<file path="src/rtl/nv_nvdla_bdma_intr_gen_if.sv">
// Pop handshake between the BDMA store interrupt FIFO and the interrupt generator.
// The FIFO is the master and offers entries; the generator is the slave and pops them.
interface nv_nvdla_bdma_intr_gen_if;
   logic fifo_intr_rd_pvld;
   logic fifo_intr_rd_pd;
   logic fifo_intr_rd_prdy;

   modport master (output fifo_intr_rd_pvld, output fifo_intr_rd_pd, input fifo_intr_rd_prdy);
   modport slave  (input fifo_intr_rd_pvld, input fifo_intr_rd_pd, output fifo_intr_rd_prdy);
endinterface

</file>
<file path="src/rtl/nv_nvdla_bdma_intr_gen.sv">
// BDMA done-interrupt generator: pops interrupt FIFO entries, emits single-cycle
// pulses toward GLB with a minimum gap, and keeps per-group saturating counters.
//
// state | meaning
// IDLE  | ready to pop; an offered entry is accepted this cycle
// PULSE | one cycle, drives the (unmasked) pulse and bumps the group counter
// GAP   | INTR_GAP forced idle cycles before the next pop
module nv_nvdla_bdma_intr_gen #(
   parameter int INTR_GAP = 2,
   parameter int CNT_W    = 8
) (
   input  logic                     nvdla_core_clk,
   input  logic                     nvdla_core_rst,
   nv_nvdla_bdma_intr_gen_if.slave  intr_fifo,
   input  logic [1:0]               reg2dp_intr_mask,
   input  logic [1:0]               reg2dp_cnt_clr,
   output logic [1:0]               bdma2glb_done_intr_pd,
   output logic                     dp2reg_intr_ptr,
   output logic [CNT_W-1:0]         dp2reg_done_cnt0,
   output logic [CNT_W-1:0]         dp2reg_done_cnt1,
   output logic                     intr_idle
);

   localparam int GW = (INTR_GAP > 1) ? $clog2(INTR_GAP) : 1;
   localparam logic [GW-1:0] GAP_LOAD = (INTR_GAP > 0) ? GW'(INTR_GAP - 1) : '0;

   typedef enum logic [1:0] {IDLE, PULSE, GAP} state_t;

   state_t           state, state_nxt;
   logic             grp, grp_nxt;
   logic [GW-1:0]    gap_cnt, gap_cnt_nxt;
   logic [CNT_W-1:0] done_cnt [2];
   logic             pulse_vld;
   logic [1:0]       grp_inc;

   always_ff @(posedge nvdla_core_clk) begin
      if (nvdla_core_rst) begin
         state   <= IDLE;
         grp     <= 1'b0;
         gap_cnt <= '0;
      end else begin
         state   <= state_nxt;
         grp     <= grp_nxt;
         gap_cnt <= gap_cnt_nxt;
      end
   end

   always_comb begin
      state_nxt   = state;
      grp_nxt     = grp;
      gap_cnt_nxt = gap_cnt;
      case (state)
         IDLE: begin
            if (intr_fifo.fifo_intr_rd_pvld) begin
               grp_nxt   = intr_fifo.fifo_intr_rd_pd;
               state_nxt = PULSE;
            end
         end
         PULSE: begin
            if (INTR_GAP == 0) begin
               state_nxt = IDLE;
            end else begin
               gap_cnt_nxt = GAP_LOAD;
               state_nxt   = GAP;
            end
         end
         GAP: begin
            if (gap_cnt == '0) state_nxt = IDLE;
            else               gap_cnt_nxt = gap_cnt - 1'b1;
         end
         default: state_nxt = IDLE;
      endcase
   end

   assign pulse_vld = (state == PULSE);
   assign grp_inc   = pulse_vld ? (grp ? 2'b10 : 2'b01) : 2'b00;

   // clear wins over the old value, but an increment in the same cycle still counts
   always_ff @(posedge nvdla_core_clk) begin
      if (nvdla_core_rst) begin
         done_cnt[0]     <= '0;
         done_cnt[1]     <= '0;
         dp2reg_intr_ptr <= 1'b0;
      end else begin
         for (int g = 0; g < 2; g++) begin
            if (reg2dp_cnt_clr[g])
               done_cnt[g] <= grp_inc[g] ? CNT_W'(1) : '0;
            else if (grp_inc[g] && (done_cnt[g] != '1))
               done_cnt[g] <= done_cnt[g] + 1'b1;
         end
         if (pulse_vld) dp2reg_intr_ptr <= grp;
      end
   end

   // pulse is decoded from registered state/group only; gated so reset never emits one
   assign bdma2glb_done_intr_pd       = nvdla_core_rst ? 2'b00 : (grp_inc & ~reg2dp_intr_mask);
   assign intr_fifo.fifo_intr_rd_prdy = (state == IDLE);
   assign intr_idle                   = (state == IDLE) & ~intr_fifo.fifo_intr_rd_pvld;
   assign dp2reg_done_cnt0            = done_cnt[0];
   assign dp2reg_done_cnt1            = done_cnt[1];

endmodule
</file>
<file path="src/flat_wrapper.sv">
// flat-port wrapper written by rule: the top's interface ports become plain ports
module nv_nvdla_bdma_intr_gen_flat 
#(
   parameter int INTR_GAP = 2,
   parameter int CNT_W    = 8
)
  (nvdla_core_clk, nvdla_core_rst, reg2dp_intr_mask, reg2dp_cnt_clr, bdma2glb_done_intr_pd, dp2reg_intr_ptr, dp2reg_done_cnt0, dp2reg_done_cnt1, intr_idle, intr_fifo_fifo_intr_rd_pvld, intr_fifo_fifo_intr_rd_pd, intr_fifo_fifo_intr_rd_prdy);
  nv_nvdla_bdma_intr_gen_if intr_fifo_i ();
  input  logic nvdla_core_clk;
  input  logic nvdla_core_rst;
  input  logic [1:0] reg2dp_intr_mask;
  input  logic [1:0] reg2dp_cnt_clr;
  output logic [1:0] bdma2glb_done_intr_pd;
  output logic dp2reg_intr_ptr;
  output logic [CNT_W-1:0] dp2reg_done_cnt0;
  output logic [CNT_W-1:0] dp2reg_done_cnt1;
  output logic intr_idle;
  input wire logic [$bits(intr_fifo_i.fifo_intr_rd_pvld)-1:0] intr_fifo_fifo_intr_rd_pvld;
  input wire logic [$bits(intr_fifo_i.fifo_intr_rd_pd)-1:0] intr_fifo_fifo_intr_rd_pd;
  output wire logic [$bits(intr_fifo_i.fifo_intr_rd_prdy)-1:0] intr_fifo_fifo_intr_rd_prdy;
  assign intr_fifo_i.fifo_intr_rd_pvld = intr_fifo_fifo_intr_rd_pvld;
  assign intr_fifo_i.fifo_intr_rd_pd = intr_fifo_fifo_intr_rd_pd;
  assign intr_fifo_fifo_intr_rd_prdy = intr_fifo_i.fifo_intr_rd_prdy;
  nv_nvdla_bdma_intr_gen #(.INTR_GAP(INTR_GAP), .CNT_W(CNT_W)) u_core (.nvdla_core_clk(nvdla_core_clk), .nvdla_core_rst(nvdla_core_rst), .intr_fifo(intr_fifo_i), .reg2dp_intr_mask(reg2dp_intr_mask), .reg2dp_cnt_clr(reg2dp_cnt_clr), .bdma2glb_done_intr_pd(bdma2glb_done_intr_pd), .dp2reg_intr_ptr(dp2reg_intr_ptr), .dp2reg_done_cnt0(dp2reg_done_cnt0), .dp2reg_done_cnt1(dp2reg_done_cnt1), .intr_idle(intr_idle));
endmodule
</file>
<file path="config.mk">
export PLATFORM = sky130hd
export DESIGN_NAME = nv_nvdla_bdma_intr_gen_flat
export DESIGN_NICKNAME = d
export VERILOG_FILES = /design/src/rtl/nv_nvdla_bdma_intr_gen_if.sv /design/src/rtl/nv_nvdla_bdma_intr_gen.sv /design/src/flat_wrapper.sv
export SDC_FILE = /design/constraint.sdc
export NUM_CORES = 1
export LEC_CHECK = 0
export CORE_MARGIN = 2
export CORE_UTILIZATION = 25
export DETAILED_ROUTE_END_ITERATION = 7
export GPL_TIMING_DRIVEN = 0
export HOLD_SLACK_MARGIN = 0.06
export PLACE_DENSITY = 0.45
export SLEW_MARGIN = 0
export SYNTH_ARGS = -nofsm -noshare
export SYNTH_HDL_FRONTEND = slang
export SYNTH_SLANG_ARGS = --single-unit
</file>
<file path="constraint.sdc">
create_clock -name nvdla_core_clk -period 2 [get_ports nvdla_core_clk]
set_input_delay 0.2 -clock nvdla_core_clk [delete_from_list [all_inputs] [get_ports nvdla_core_clk]]
set_output_delay 0.2 -clock nvdla_core_clk [all_outputs]
set_load 0.05 [all_outputs]
</file>
==> results of run 1 <==
[per-layer routing]
metal	vias to the layer above	GRT usage	routed length [µm]
met4	0	0.0545	51
met2	32	0.174	1330
li1	522	-	-
met1	492	0.146	1360
met3	6	0.0123	100
met5	-	0	0
[registers in the layout (all words and copies together) (netlist names)]
signal,cells
u_core.done_cnt,16
u_core.gap_cnt,1
u_core.state,2
u_core.dp2reg_intr_ptr,1
u_core.grp,1
[critical path, stage by stage, from the launching register on]
cell and delay (ns):
dfxtp_1 0.33, inv_1 0.11, ha_2 0.23, or3b_1 0.40
nor2_1 0.09, buf_2 0.26
[stage by stage]
stage / total power, W / hold slack (ns) / area [µm²] / setup WS, ns
finish: 0.00107 / 0.121 / 1600 / 0.103
global route: 0.00112 / 0.127 / 1600 / 0.00125
CTS: 0.00108 / 0.123 / 1580 / 0.0131
detailed placement: 0.000791 / 0.408 / 1550 / -0.182
global placement: 0.000786 / 0.408 / 1550 / -0.164
floorplan: 0.000702 / 0.360 / 1210 / -0.0989
[cells in the final DEF, fill, tap and decap left out, drive strengths merged, types with 2 or more instances in the layout]
cell type / count
a211oi: 2
a21oi: 10
a311oi: 2
buf: 5
clkbuf: 6
clkdlybuf4s50: 23
dfxtp: 5
edfxtp: 16
ha: 6
inv: 5
nand2: 9
nand2b: 2
nand3: 11
nand4: 4
nor2: 11
nor2b: 2
nor3: 4
nor3b: 4
nor4: 2
o21ai: 6
or2: 2
or3: 2
xnor2: 3
xor2: 3
[how the worst max path moves through the flow]
stage / startpoint / to / slack, ns / cells after the start
2_1_floorplan: u_core.done_cnt[0][0] / u_core.done_cnt[0][0] / -0.1 / 4
3_3_place_gp: u_core.state[1] / bdma2glb_done_intr_pd[0] / -0.16 / 5
3_5_place_dp: u_core.state[1] / bdma2glb_done_intr_pd[0] / -0.18 / 5
4_1_cts: u_core.done_cnt[0][0] / u_core.done_cnt[0][5] / 0.01 / 4
5_1_grt: u_core.state[1] / bdma2glb_done_intr_pd[0] / 0.001 / 5
6_report: u_core.state[1] / bdma2glb_done_intr_pd[0] / 0.10 / 5
[logic make-up (layout without fill, tap and decap cells)]
kind of cell | Yosys count | count (layout)
simple gates | 59 | 59
compound gates | 23 | 23
flops | 21 | 21
buf+inv | 8 | 41
fa+ha+maj | 6 | 6
xor+xnor | 6 | 6
[report_power, final]
part	internal (W)	leakage, nW	switching (W)	total (W)
clock network	0.000139	0.0255	0.000159	0.000298
registers	0.000498	0.221	0.0000344	0.000533
logic	0.0000859	0.284	0.000157	0.000243
[timing repair]
item                       4_1_cts  5_1_grt
gates resized for setup         13        5
buffers inserted                 0        2
setup endpoints to repair       12       19
pin swaps                        0        0
hold endpoints to repair         0        0
[area by class of cell]
cell class                 instances  share of cell area
inverter                           5              0.0117
clock buffer                       3              0.0258
sequential                        21               0.363
clock inverter                     1             0.00313
timing repair buffer              29               0.170
buffer                             3              0.0117
multi-input combinational         94               0.373
tap                               54              0.0422
==> metrics.txt, run 1 <==
XOR/XNOR Fraction of Synth Area=0.0437; clk_skew=0.00463 ns; starting density of the core=0.256; Placer Congestion=0.835; status=completed; Hold Vio Cnt, Final=0; CP required=1.80 ns; die width=73.4 µm; startpoint types=flop; Area Growth Syn to Fin=33.1%; vias=1052; async set or reset register ratio after synthesis=0; Yosys top cell area share=0.400; initial antenna violation count=0; Reg area=581 µm²; vias in the first global route=992; clk root buf=clkbuf_8; RR Endpoint=u_core.done_cnt[0][5]; hold worst-path end=u_core.state[1]; setup violators final=0; Post-Synth Adder-Cell Area=0.0624; htree depth=1; Vias/cell=5.01; Post-Syn Area=1200 µm²; Max-Cap Viols=0; Worst VDD drop=0.000233 V; Simple-Gate Fraction of Synth Area=0.266; largest net degree at the start of global routing=13; WP data arrival=1.70 ns; CTS Hold Bufs=0; Filler Cells Inserted=491; Chip Height=73.4 µm; Top FF cell, synth=edfxtp_1; Final min period=1.90 ns; top-count cell post-synth=edfxtp_1; row cnt=25; global route overflow=0; GRT Util Overall=0.109; WHS Path Cells=2; Synth cell types=34; top post-synthesis cells by area=edfxtp_1 40%, dfxtp_1 8.3%, ha_1 6.2%, nand3_1 4.6%, a21oi_1 4.2%; Worst setup EP type=output port; DP Wirelength=2070 µm; share of layout cells above drive strength 1=0.109; clock sinks=21; Max clock buf depth=2; CORE AREA=4690 µm²; Clk Latency, worst-skew pair=0.27 ns; Worst R2R Setup Slack=0.11 ns; I/O Buffers=27; Seq cells post-synth=21; first-pass GRT wire length=4580 µm; Non-Filler Instances=210; largest family of logic cells by synthesized area=simple AND/OR/NAND/NOR gates; ant diodes=0; Top Ports=29; Avg Inst Size Synth=9.78 µm²; Final Max Tran Viols=0; Total Nets Final=171; WL per Instance=13.5 µm; DRT Wirelength=2840 µm; Remaining DRCs=0; Max FO, Critical Path=5; clock-pin slew on the worst setup and hold paths=0.09 ns; FMAX=0.527 GHz; sequential share of the synthesized area=0.483; Register-to-Register Path Depth=4; CTS tree=done; Syn Nets=137; Worst Path Class, Setup=flop to output port; final setup TNS=0 ns; Synth area leader=edfxtp_1; die area=5380 µm²; RSZ-0062 raised after global routing=no; DRT iter0 DRCs=86; Tcrit/Tclk final=0.949; RR Startpoint=u_core.done_cnt[0][0]; Final Util=0.341; Worst Tran Pin Value=0.493 ns; Slew headroom=0.670; Cells after DPL=204; Antenna Nets Post-Route=0; Mapped Cells=123; first-pass detailed-route iteration total=4; post-synthesis mux area share=0; synth cell count leaders=16 x edfxtp_1, 11 x nand3_1, 11 x nor2_1; worst hold start=nvdla_core_rst; Compound-Gate Fraction of Synth Area=0.113; CTS buffer count=3; Static Leak=0.530 nW; power per cell area=671 nW/µm²; number of flops mapped to enable cells by yosys=16; Ys Warns=0; Multi-input gate area=597 µm²; Hold Crit Class=input port to flop
Note: power is estimated with default switching activity, not from simulation.
==> run 2: changes to the inputs <==
- CTS_BUF_LIST: unset -> sky130_fd_sc_hd__clkbuf_4
- GPL_ROUTABILITY_DRIVEN: unset -> 0
==> run 2 against run 1 <==
Against the previous run:
- clock skew is essentially flat
- critical path depth is the same
- total power shrank 5.2%
- first-iteration DRC count shrank 12%
- largest power group unchanged
- worst hold slack gained 0.32 ns
- register-to-register slack gained 0.06 ns
- maximum frequency grew 1.3%
- critical endpoint is now bdma2glb_done_intr_pd[1]
- sequential share of layout area shrank 0.59 points
- core utilization grew 0.56 points
- combinational power grew 6%
- non-clock buffer count grew 4
- cell area grew 1.6%
==> metrics.txt, run 2 (synthesis gave the netlist of run 1 again) <==
clk_skew=0.00456 ns; Antenna Nets Post-Route=0; setup ws final=0.127 ns; clock-pin slew on the worst setup and hold paths=0.14 ns; vias=1082; die area=5380 µm²; power per cell area=626 nW/µm²; Worst VDD drop=0.000221 V; Worst Path Class, Setup=flop to output port; status=completed; setup violators final=0; FMAX=0.534 GHz; clk root buf=clkbuf_4; switching share of power=0.343; Flop pwr share=0.523; first-pass detailed-route iteration total=4; Filler Cells Inserted=496; DRT iter0 DRCs=76; final setup TNS=0 ns; Comb pwr share=0.254; starting density of the core=0.256; Final Max Tran Viols=0; Reg area=581 µm²; most frequent cells in the layout=23 x clkdlybuf4s50_1, 16 x edfxtp_1, 11 x nor2_1, 11 x nand3_1, 10 x a21oi_1; Worst setup EP type=output port; WP data arrival=1.67 ns; Vias/cell=5.06; DRT Wirelength=2880 µm; global route overflow=0; first-pass GRT wire length=4580 µm; Max clock buf depth=2; clock power share=0.224; CTS buffer count=3; DP Wirelength=2070 µm; Slew headroom=0.670; Max-Cap Viols=0; startpoint types=flop; largest registers=u_core.done_cnt x16, u_core.state x2; CP required=1.80 ns; Chip Height=73.4 µm; WL per Instance=13.5 µm; commonest non-fill, non-tap cell in the layout=clkdlybuf4s50_1; htree depth=1; DP Worst Slack=-0.182 ns; Tcrit/Tclk final=0.936; CTS tree=done; max reg flops=16; Pint=0.000670 W; clock sinks=21; I/O Buffers=27; Remaining DRCs=0; Clk Latency, worst-skew pair=0.32 ns; Area Growth Syn to Fin=35.3%; Max FO, Critical Path=5; die width=73.4 µm; Largest Register=u_core.done_cnt; ant diodes=0; CORE AREA=4690 µm²; Total Nets Final=175; WHS=0.438 ns; Multi-input gate area=607 µm²; Non-Filler Instances=214; vias in the first global route=992; share of layout cells above drive strength 1=0.131; Worst Tran Pin Value=0.493 ns; Hold Vio Cnt, Final=0; overall power=0.00102 W; GRT Util Overall=0.109; Hold Crit Class=input port to flop; P_sw=0.000349 W; Cells after DPL=204; Static Leak=0.544 nW; row cnt=25; RSZ-0062 raised after global routing=no; Final min period=1.87 ns; Top Ports=29; largest net degree at the start of global routing=13; initial antenna violation count=0
==> run 2: power by group through the flow <==
stage,clock network [W],registers (W),logic [W]
after CTS,0.000230,0.000533,0.000248
final,0.000228,0.000532,0.000258
after global routing,0.000244,0.000538,0.000277
after detailed placement,0,0.000543,0.000249
after floorplan,0,0.000604,0.0000984
after global placement,0,0.000540,0.000246
==> run 2: cell type report <==
type / count / share of cell area
Timing Repair Buffer: 33 / 0.188
Clock buffer: 3 / 0.0138
Sequential cell: 21 / 0.357
Tap cell: 54 / 0.0415
Multi-Input combinational cell: 94 / 0.373
Clock inverter: 1 / 0.00308
Buffer: 3 / 0.0115
Inverter: 5 / 0.0115
==> run 2: path summary, 6_finish.rpt <==
path / from / to / slack (ns) / cells past startpoint
worst max-delay path: u_core.state[0] / bdma2glb_done_intr_pd[1] / 0.13 / 5
worst min-delay path: intr_fifo_fifo_intr_rd_pd / u_core.grp / 0.44 / 3
worst max register to register: u_core.done_cnt[0][1] / u_core.done_cnt[0][5] / 0.17 / 4
worst min register to register: u_core.dp2reg_intr_ptr / u_core.dp2reg_intr_ptr / 0.48 / 2
==> run 2: stage by stage <==
stage | area, µm² | util
after floorplan | 1210 | -
final | 1630 | 0.347
after global routing | 1630 | 0.347
after CTS | 1580 | 0.337
after detailed placement | 1550 | 0.330
after global placement | 1550 | 0.330
==> run 2: timing repair <==
action | CTS | global route
hold buffers | 1 | 0
endpoints found under the hold margin | 2 | 0
setup endpoints to repair | 12 | 19
setup buffers | 0 | 5
resized for setup | 15 | 5
==> run 2: worst max-delay path: stages, from the launching register on <==
cell and delay, ns:
dfxtp_1 0.46, ha_4 0.19, nand2_1 0.07, or2_2 0.33, nor2_1 0.10, buf_4 0.20
==> run 2: routing by layer <==
| layer | vias up | wire length, µm | global-route usage |
|---|---|---|---|
| met5 | - | 0 | 0 |
| met3 | 6 | 119 | 0.0123 |
| met2 | 41 | 1320 | 0.174 |
| met1 | 504 | 1390 | 0.146 |
| met4 | 0 | 51 | 0.0545 |
| li1 | 531 | - | - |
